<file path="src/rtl/tone_pkg.sv">
// Shared constants and types for the tone generator / tone meter pair.
// Holds clock and timeout defaults, the meter's state enum and its debug view.
package tone_pkg;

    localparam int CLK_F_DEF      = 50;
    localparam int CNT_W_DEF      = 21;
    localparam int TIMEOUT_US_DEF = 2000000;

    typedef enum logic {
        IDLE    = 1'b0,
        MEASURE = 1'b1
    } tone_state_e;

    typedef struct packed {
        tone_state_e state;
        logic        level;
    } tone_dbg_t;

endpackage

</file>
<file path="src/rtl/tone_meter_sync_edge.sv">
// Two-flop synchronizer plus history flop for an asynchronous input.
// Produces the synchronized level and single-cycle rise/fall pulses.
module sync_edge (
    input  logic clk,
    input  logic rst_n,
    input  logic din,
    output logic level,
    output logic rise,
    output logic fall
);

    logic [1:0] sync;
    logic       hist;

    always_ff @(posedge clk or negedge rst_n) begin
        if (!rst_n) begin
            sync <= 2'b00;
            hist <= 1'b0;
        end else begin
            sync <= {sync[0], din};
            hist <= sync[1];
        end
    end

    assign level = sync[1];
    assign rise  = sync[1] & ~hist;
    assign fall  = ~sync[1] & hist;

endmodule

</file>
<file path="src/rtl/tone_meter.sv">
// Measures period and high time of an asynchronous square wave in microseconds,
// with a one-cycle result strobe and timeout-based presence tracking.
module tone_meter
    import tone_pkg::*;
#(
    parameter int CLK_F      = CLK_F_DEF,
    parameter int CNT_W      = CNT_W_DEF,
    parameter int TIMEOUT_US = TIMEOUT_US_DEF
) (
    input  logic             CLK,
    input  logic             RST_N,
    input  logic             tone_in,
    output logic [CNT_W-1:0] period_us,
    output logic [CNT_W-1:0] high_us,
    output logic             period_valid,
    output logic             tone_present,
    output logic             tone_lost,
    output tone_dbg_t        dbg
);

    localparam logic [5:0]       PRESC_MAX = 6'(CLK_F - 1);
    localparam logic [CNT_W-1:0] TIMEOUT   = CNT_W'(TIMEOUT_US);

    logic             level;
    logic             rise;
    logic             fall;
    logic [5:0]       presc;
    logic             tick;
    logic [CNT_W-1:0] us_cnt;
    logic [CNT_W-1:0] us_now;
    logic [CNT_W-1:0] high_cap;
    tone_state_e      state_q;
    tone_state_e      state_d;
    logic             do_report;
    logic             do_lost;
    logic             do_fall;

    sync_edge u_sync (
        .clk   (CLK),
        .rst_n (RST_N),
        .din   (tone_in),
        .level (level),
        .rise  (rise),
        .fall  (fall)
    );

    assign tick = (presc == PRESC_MAX);
    // An edge landing on a tick counts that tick, giving floor(cycles / CLK_F).
    assign us_now = us_cnt + {{(CNT_W-1){1'b0}}, tick};

    always_comb begin
        dbg       = '0;
        dbg.state = state_q;
        dbg.level = level;
    end

    always_ff @(posedge CLK or negedge RST_N) begin
        if (!RST_N) begin
            state_q <= IDLE;
        end else begin
            state_q <= state_d;
        end
    end

    always_comb begin
        state_d   = state_q;
        do_report = 1'b0;
        do_lost   = 1'b0;
        do_fall   = 1'b0;
        case (state_q)
            IDLE: begin
                if (rise) begin
                    state_d = MEASURE;
                end
            end
            MEASURE: begin
                do_fall = fall;
                // A rise in the timeout cycle still completes the measurement.
                if (rise) begin
                    do_report = 1'b1;
                end else if (us_cnt == TIMEOUT) begin
                    do_lost = 1'b1;
                    state_d = IDLE;
                end
            end
            default: state_d = IDLE;
        endcase
    end

    always_ff @(posedge CLK or negedge RST_N) begin
        if (!RST_N) begin
            presc        <= '0;
            us_cnt       <= '0;
            high_cap     <= '0;
            period_us    <= '0;
            high_us      <= '0;
            period_valid <= 1'b0;
            tone_present <= 1'b0;
            tone_lost    <= 1'b0;
        end else begin
            period_valid <= do_report;
            tone_lost    <= do_lost;

            if (rise || tick) begin
                presc <= '0;
            end else begin
                presc <= presc + 6'd1;
            end

            if (rise) begin
                us_cnt <= '0;
            end else if (tick && us_cnt != TIMEOUT) begin
                us_cnt <= us_cnt + {{(CNT_W-1){1'b0}}, 1'b1};
            end

            if (rise) begin
                high_cap <= '0;
            end else if (do_fall) begin
                high_cap <= us_now;
            end

            if (do_report) begin
                period_us    <= us_now;
                high_us      <= high_cap;
                tone_present <= 1'b1;
            end else if (do_lost) begin
                tone_present <= 1'b0;
            end
        end
    end

endmodule

</file>
<file path="config.mk">
export PLATFORM = sky130hd
export DESIGN_NAME = tone_meter
export DESIGN_NICKNAME = d
export VERILOG_FILES = /design/src/rtl/tone_pkg.sv /design/src/rtl/tone_meter_sync_edge.sv /design/src/rtl/tone_meter.sv
export SDC_FILE = /design/constraint.sdc
export NUM_CORES = 1
export LEC_CHECK = 0
export CAP_MARGIN = 10
export CORE_ASPECT_RATIO = 1.4
export CORE_MARGIN = 2
export CORE_UTILIZATION = 60
export DETAILED_ROUTE_END_ITERATION = 10
export GPL_TIMING_DRIVEN = 0
export PLACE_DENSITY_LB_ADDON = 0.08
export SLEW_MARGIN = 0
export SYNTH_ARGS = -nofsm -noshare
export SYNTH_HDL_FRONTEND = slang
export SYNTH_HIERARCHICAL = 1
export SYNTH_SLANG_ARGS = --single-unit
export TNS_END_PERCENT = 10
</file>
<file path="constraint.sdc">
create_clock -name CLK -period 4 [get_ports CLK]
set_input_delay 0.4 -clock CLK [delete_from_list [all_inputs] [get_ports CLK]]
set_output_delay 0.4 -clock CLK [all_outputs]
set_load 0.01 [all_outputs]
</file>
Word-level counts from Yosys, hierarchy flattened:

Cells that the tools add are included.

* add/sub/neg operators: 3
* $mul: 0
* div/mod/pow operators: 0
* $lt $le $gt $ge: 0
* equality and inequality tests: 3
* shifts and indexed selects: 0
* muxes and demuxes: 16
* bitwise gates (word level): 5
* reduce and logical (&&, ||, !) cells: 5

Operators with widths (count)
* 21-bit two-way mux: 4
* 21-bit by 1-bit adder with 21-bit output: 1
* 21-bit by 1-bit adder with 21-bit output, second input constant: 1
* 21-bit == test, second input constant: 1
* 21-bit != test, second input constant: 1
* 1-bit two-way mux: 10
* 6-bit by 1-bit adder with 6-bit output, second input constant: 1
* 6-bit == test, second input constant: 1
* 6-bit two-way mux: 1
* 2-bit nonzero test: 3
* 1-bit inverter: 3
* 1-bit bitwise AND: 2
* 1-bit one-hot mux with 2 select lines: 1
* 1-bit logical AND: 1
* 1-bit logical OR: 1

* register bits after elaboration: 97
* bits in latches: 0
* memory bits (writable): 0
* memory bits (read-only): 0
* output and inout port bits: 47
* logic and storage cells: 43
* memories: 0

Depth between registers and ports, before layout:

Gate-level depths: netlist of run 1.

* depth in word-level cells: 6
* depth in mapped cells: 10

Cells and area by module:

Netlist of run 1, hierarchy kept.

By module, submodules not included
* tone_meter: times used 1, cells an instance 488, area an instance 4480.5 um2, seq. area each 2352.3 um2
* sync_edge: times used 1, cells an instance 5, area an instance 90.1 um2, seq. area each 75.1 um2

Least setup slack after synthesis of run 1:

No wires, ideal clock.

* path type: register to register
* start: register presc[1]
* end: register high_cap[18]
* library setup time: 122 ps
* arrival time: 2299 ps
* required time: 3878 ps
* slack: 1579 ps
* stages on the path, launching flop included: 11
* period minus slack after synthesis: 2421 ps
* cell sequence: dfrtp_1 > inv_1 > ha_1 > nand4b_1 > nor2_1 > ha_1 > ha_1 > nand3_1 > nor4_1 > mux2i_1 > nand2_1

* longest elaborated chain between the ends: 4

RTL lines
* from (decl): RTL line tone_meter.sv:27 `logic [5:0] presc;`
* from (signal assigned): RTL line tone_meter.sv:107 `presc <= presc + 6'd1;`
* 6-bit == test: RTL line tone_meter.sv:47 `assign tick = (presc == PRESC_MAX);`
* 21-bit by 1-bit adder with 21-bit output: RTL line tone_meter.sv:49 `assign us_now = us_cnt + {{(CNT_W-1){1'b0}}, tick};`
* 21-bit two-way mux: RTL line tone_meter.sv:118 `end else if (do_fall) begin`
* 21-bit two-way mux: RTL line tone_meter.sv:116 `if (rise) begin`
* to (signal assigned): RTL line tone_meter.sv:119 `high_cap <= us_now;`
* to (decl): RTL line tone_meter.sv:31 `logic [CNT_W-1:0] high_cap;`

No other way between the ends. The select of a mux whose other input is x is not followed.
A chain may end at the register's enable or synchronous reset.

Final worst setup path of run 1:

Ends and elaborated chain as after synthesis.

==> metrics, run 1 <==
status complete, no violations; clock power share about a third; Place WS approximately 0.74 ns; clock skew 0.00565 ns; unrepaired setup endpoints after global routing no; routability cong. 0.965; YS warnings 6; mean post-synth cell area approximately 9.3 µm²; Critical Path RT 4.26 ns; Reg power frac between 50% and 60%; first-pass GRT wire length around 19 mm; NetSw 0.519 mW; synth top area cells dfrtp_1 53%, nand2_1 10%, o21ai_0 3.7%; Fin. Hold Viols 0; crit path time final around 2.9 ns; Crit Path Class register to register; Post-Route WL roughly 11 mm; ANT cells 0; CTS tree built; Fmax achieved between 300 and 400 MHz; Root Buffer clkbuf_8; design area 5430 µm²; htree depth 3; Distinct cells, synth 49; instance area at placement 5210 µm²; CTS Buf Count 9; Cell Area, Synth ~4600 µm²; crit share post-route between 70% and 80%; PostCTS Resize Cnt 0; Pre-antenna DRT Iters 5; initial antenna violation count 0; Initial Util just over 60%; fin nets 565; PortBufs 49; setup violators final 0; layout cell share with drive strength beyond 1 6.96%; dpl hpwl a little over 8 mm; CTS Buffer Depth 2; overall power 1.98 mW; sequential area share after synthesis 53.1%; Tot GR Track Use 29.1%; Synth Instances 493; max-cap viol count 0; DRT iter0 DRCs about 260; Synth Net Count around 500; drt drc 0; die width between 70 and 80 µm; num ports 50; Max Slew Vio Count 0; gr ovfl total 0; Rel. slew slack between 50% and 60%; maximum number of pins on one net before global-route repair 63; PD cells 365 nW/µm²; combinational cell fraction of total power 13.0%; Vias/cell 5.88; Worst-Margin Slew approximately 0.7 ns; largest fanout on the critical path 7; Leak 2.38 nW; CTS clk-pin slew, worst paths roughly 0.09 ns; DR WL/cell approximately 17 µm; worst hold slack 0.374 ns; core region area 7360 µm²; die footprint about 8300 µm²; remaining antenna violation count 0; most frequent cells in the layout 122 x nand2_1, 97 x dfrtp_1, 48 x clkdlybuf4s50_1; Peak VDD IR between 0.3 and 0.4 mV; vias in the first global route approximately 3.8k; Final WS setup 1.13 ns; CP endpoint kind register; Yosys top cell area share 53.1%; Hold Path Class register to register; switching share of power between 20% and 30%; worst path arrival time roughly 3.1 ns; total number of vias 3861; Area Growth Syn to Fin 18.7%; # rows 37; startpoint types register; Yosys top cell by area dfrtp_1; Synth Register Bits 97; Clock Latency Late Sink ~0.37 ns; Die H 107 µm; placed insts 640; Int Pwr between 1 and 1.5 mW; CTS sink cnt 97; non-filler instance count after layout roughly 660; most common cell after layout, fill and taps aside nand2_1
path summary, 6_finish.rpt:
| kind | cells past startpoint | end | slack (ns) | from |
|---|---|---|---|---|
| hold / removal | 0 | u_sync/sync[1]$_DFF_PN0_ | 0.37 | u_sync/sync[0]$_DFF_PN0_ |
| setup / recovery | 11 | high_cap[18]$_DFFE_PN0P_ | 1.13 | presc[1]$_DFF_PN0_ |
| min in group asynchronous | 2 | high_us[8]$_DFFE_PN0P_ | 0.53 | RST_N |
| hold reg to reg | 0 | u_sync/sync[1]$_DFF_PN0_ | 0.37 | u_sync/sync[0]$_DFF_PN0_ |
| max in group asynchronous | 3 | period_us[17]$_DFFE_PN0P_ | 2.81 | RST_N |
| setup reg to reg | 11 | high_cap[18]$_DFFE_PN0P_ | 1.13 | presc[1]$_DFF_PN0_ |
what timing repair did:
item                      4_1_cts  5_1_grt
hold buffers                    1        0
hold endpoints to repair       17        0
buffers inserted                0        0
cells in the mapped netlist (all sizes together):
cell,count
a211o,4
a21oi,17
a22o,2
a22oi,2
a2bb2oi,2
a31oi,2
a32oi,1
and2,2
and2b,1
and3,2
and3b,1
and4,1
buf,13
clkbuf,26
dfrtp,97
ha,6
inv,7
mux2,4
mux2i,3
nand2,122
nand2b,2
nand3,14
nand3b,2
nand4,8
nand4b,1
nor2,29
nor2b,4
nor3,11
nor3b,1
nor4,10
nor4b,6
o211ai,4
o21a,2
o21ai,34
o22a,1
o311ai,1
o31a,1
o31ai,6
o41ai,1
or2,2
or3,7
or4,11
xnor2,15
xor2,5
worst max-delay path: stages, from the launching register on:
cell and delay, ns:
dfrtp_1 0.40, inv_1 0.06, ha_1 0.13, nand4b_1 0.28, nor2_1 0.18, ha_1 0.18, ha_1 0.18, nand3_1 0.30
nor4_1 0.50, clkbuf_2 0.27, mux2i_1 0.20, nand2_1 0.07
logic make-up (layout without fill, tap and decap cells):
family / count (synthesis) / in the layout / synth area share [%]
compound gates: 80 / 80 / 10.6
xor+xnor: 20 / 20 / 3.83
fa+ha+maj: 6 / 6 / 1.64
buf+inv: 46 / 113 / 4.19
flops: 97 / 97 / 53.1
mux: 7 / 7 / 1.64
simple gates: 237 / 237 / 24.9
registers in the layout (all words and copies together), names as in the netlist, 2 cells and up:
| register | count |
|---|---|
| period_us | 21 |
| u_sync/sync | 2 |
| presc | 6 |
| us_cnt | 21 |
| high_cap | 21 |
| high_us | 21 |
power groups by stage:
stage / Sequential [mW] / Combinational (mW) / Clock (mW)
2_1_floorplan: 1.09 / 0.137 / 0
3_3_place_gp: 1.09 / 0.248 / 0
3_5_place_dp: 1.09 / 0.256 / 0
4_1_cts: 1.07 / 0.258 / 0.664
5_1_grt: 1.08 / 0.288 / 0.703
6_report: 1.07 / 0.257 / 0.648
layout make-up:
class | count | area [µm²]
Sequential cell | 97 | 2430
Multi-Input combinational cell | 350 | 1950
Timing Repair Buffer | 52 | 531
Tap cell | 97 | 121
Clock buffer | 11 | 151
Inverter | 7 | 26.3
Fill cell | 583 | 1940
Clock inverter | 4 | 51.3
Buffer | 39 | 165
per-layer routing:
metal	up-vias	global-route usage [%]	routed length, µm
li1	1816	-	-
met1	1892	36.3	4560
met2	124	49.3	5940
met3	29	5.12	470
met4	0	13.8	304
met5	-	0	0
stage by stage:
| step | TNS, ns | utilization, % |
|---|---|---|
| after CTS | 0 | 73.6 |
| after detailed placement | 0 | 70.7 |
| after global placement | -87.31 | 70.4 |
| after global routing | 0 | 73.7 |
| after floorplan | 0 | - |
| final | 0 | 73.7 |
No activity file was read; power rests on OpenSTA's default activity.
==> run 2, diff against run 1 <==
--- a/config.mk
+++ b/config.mk
@@ -8,7 +8,7 @@
 export CAP_MARGIN = 10
 export CORE_ASPECT_RATIO = 1.4
 export CORE_MARGIN = 2
-export CORE_UTILIZATION = 60
+export CORE_UTILIZATION = 56
 export DETAILED_ROUTE_END_ITERATION = 10
 export GPL_TIMING_DRIVEN = 0
 export PLACE_DENSITY_LB_ADDON = 0.08
==> constraint.sdc (replaced) <==
create_clock -name CLK -period 3 [get_ports CLK]
set_input_delay 0.3 -clock CLK [delete_from_list [all_inputs] [get_ports CLK]]
set_output_delay 0.3 -clock CLK [all_outputs]
set_load 0.01 [all_outputs]
==> metrics, run 2 (same netlist as run 1, synthesis figures left out) <==
status complete, no violations; CTS Buffer Depth 2; Crit Path Class register to register; Rel. slew slack between 40 and 50%; num ports 50; Max Slew Vio Count 0; M2 GR Usage 44.8%; Tot GR Track Use 27.3%; Critical Path RT 3.23 ns; crit share post-route between 80 and 90%; die width ~80 µm; Die H between 100 and 150 µm; GRT Max-Usage Layer met2; Vias/cell around 5.8; crit-path cells inv_1, ha_1, nand4b_1, nor2_1, ha_1, ha_1, nand3_1, or4_1, o21a_1, o31a_1; overall power approximately 2.9 mW; gr ovfl total 0; Peak VDD IR approximately 0.48 mV; Fin. Hold Viols 0; CTS Buf Count 9; max-cap viol count 0; Pre-antenna DRT Iters 4; layout cell share with drive strength beyond 1 between 7 and 8%; cell family with most CP delay simple AND/OR/NAND/NOR gates; Area Growth Syn to Fin 21.0%; htree depth 3; DRT iter0 DRCs about 260; worst path arrival time about 2.9 ns; Fmax achieved 374 MHz; vias in the first global route 3788; die footprint ~8900 µm²; crit path time final between 2 and 3 ns; clock skew 0.00681 ns; unrepaired setup endpoints after global routing no; Worst path slowest cell or4_1; PD cells between 500 and 600 nW/µm²; maximum number of pins on one net before global-route repair 59; Leak between 2 and 2.5 nW; fill count around 650; PortBufs 49; DR WL/cell 16.9 µm; CP endpoint kind register; setup violators final 0; most common cell after layout, fill and taps aside nand2_1; Buf+Inv Stages, Crit Path 1; initial antenna violation count 0; Clock Latency Late Sink 0.35 ns; Initial Util between 50% and 60%; met3 usage about 4.2%; most frequent cells in the layout 122 x nand2_1, 97 x dfrtp_1, 48 x clkdlybuf4s50_1; fin nets between 500 and 600; startpoint types register; Worst-Margin Slew 0.795 ns; dpl hpwl 8.13 mm; total number of vias 3866; CTS tree built; remaining antenna violation count 0; non-filler instance count after layout 663; core region area a little over 8000 µm²; routability cong. roughly 0.95; GR Util met1 35.8%; # rows 39; ANT cells 0; Hold Path Class register to register; CP most frequent cell ha_1; drt drc 0; largest fanout on the critical path 7; CTS sink cnt 97; Post-Route WL between 10 and 15 mm; first-pass GRT wire length 18.8 mm; CTS clk-pin slew, worst paths about 0.070 ns; placed insts between 600 and 700; critical path's largest stage delay a little under 0.6 ns; Root Buffer clkbuf_16
[run 2: cell types whose count changed in the layout (fill, tap and decap cells not counted), sizes merged]
cell / before / now
buf: 15 / 16
clkbuf: 38 / 35
inv: 8 / 9
clkinvlp: 1 / 0
clkinv: 1 / 4
[run 2: report_power, final]
part           switching, mW  internal (mW)
Sequential            0.0529           1.38
Combinational          0.200          0.141
Clock                  0.494          0.646
[run 2: final cells by class]
cell class	count	area, µm²	share of cell area, %
Buffer	39	165	2.99
Clock buffer	9	225	4.07
Tap cell	102	128	2.31
Clock inverter	7	67.6	1.22
Sequential cell	97	2430	43.9
Inverter	7	26.3	0.475
Multi-Input combinational cell	350	1960	35.4
Timing Repair Buffer	52	533	9.64
[run 2: repair_timing]
action,4_1_cts,5_1_grt
hold buffers,1,0
resized for setup,1,0
endpoints found under the hold margin,39,0
buffers inserted,0,1
setup endpoints to repair,5,7
[run 2: layer usage]
metal,share of wire [%],up-vias
met5,0,-
met1,42,1902
met3,3.6,28
li1,-,1831
met4,2.6,0
met2,52,105
[run 2: path summary, 6_finish.rpt]
path / from / to / slack, ns / depth (start not counted)
min reg2reg: u_sync/sync[0]$_DFF_PN0_ / u_sync/sync[1]$_DFF_PN0_ / 0.35 / 0
min: u_sync/sync[0]$_DFF_PN0_ / u_sync/sync[1]$_DFF_PN0_ / 0.35 / 0
max in group asynchronous: RST_N / tone_lost$_DFF_PN0_ / 1.87 / 3
max: presc[1]$_DFF_PN0_ / period_us[18]$_DFFE_PN0P_ / 0.33 / 10
max reg2reg: presc[1]$_DFF_PN0_ / period_us[18]$_DFFE_PN0P_ / 0.33 / 10
min in group asynchronous: RST_N / high_us[8]$_DFFE_PN0P_ / 0.47 / 2
[run 2: stage by stage]
step	setup TNS, ns	cell area [µm²]	util (%)	hold WS (ns)	setup slack [ns]
2_1_floorplan	0	4570	-	0.00441	0.579
4_1_cts	0	5520	68.6	0.354	0.0768
5_1_grt	0	5530	68.7	0.356	0.156
3_3_place_gp	-180.24	5190	64.4	0.333	-1.86
6_report	0	5530	68.7	0.353	0.329
3_5_place_dp	-1.28	5210	64.8	0.318	-0.289
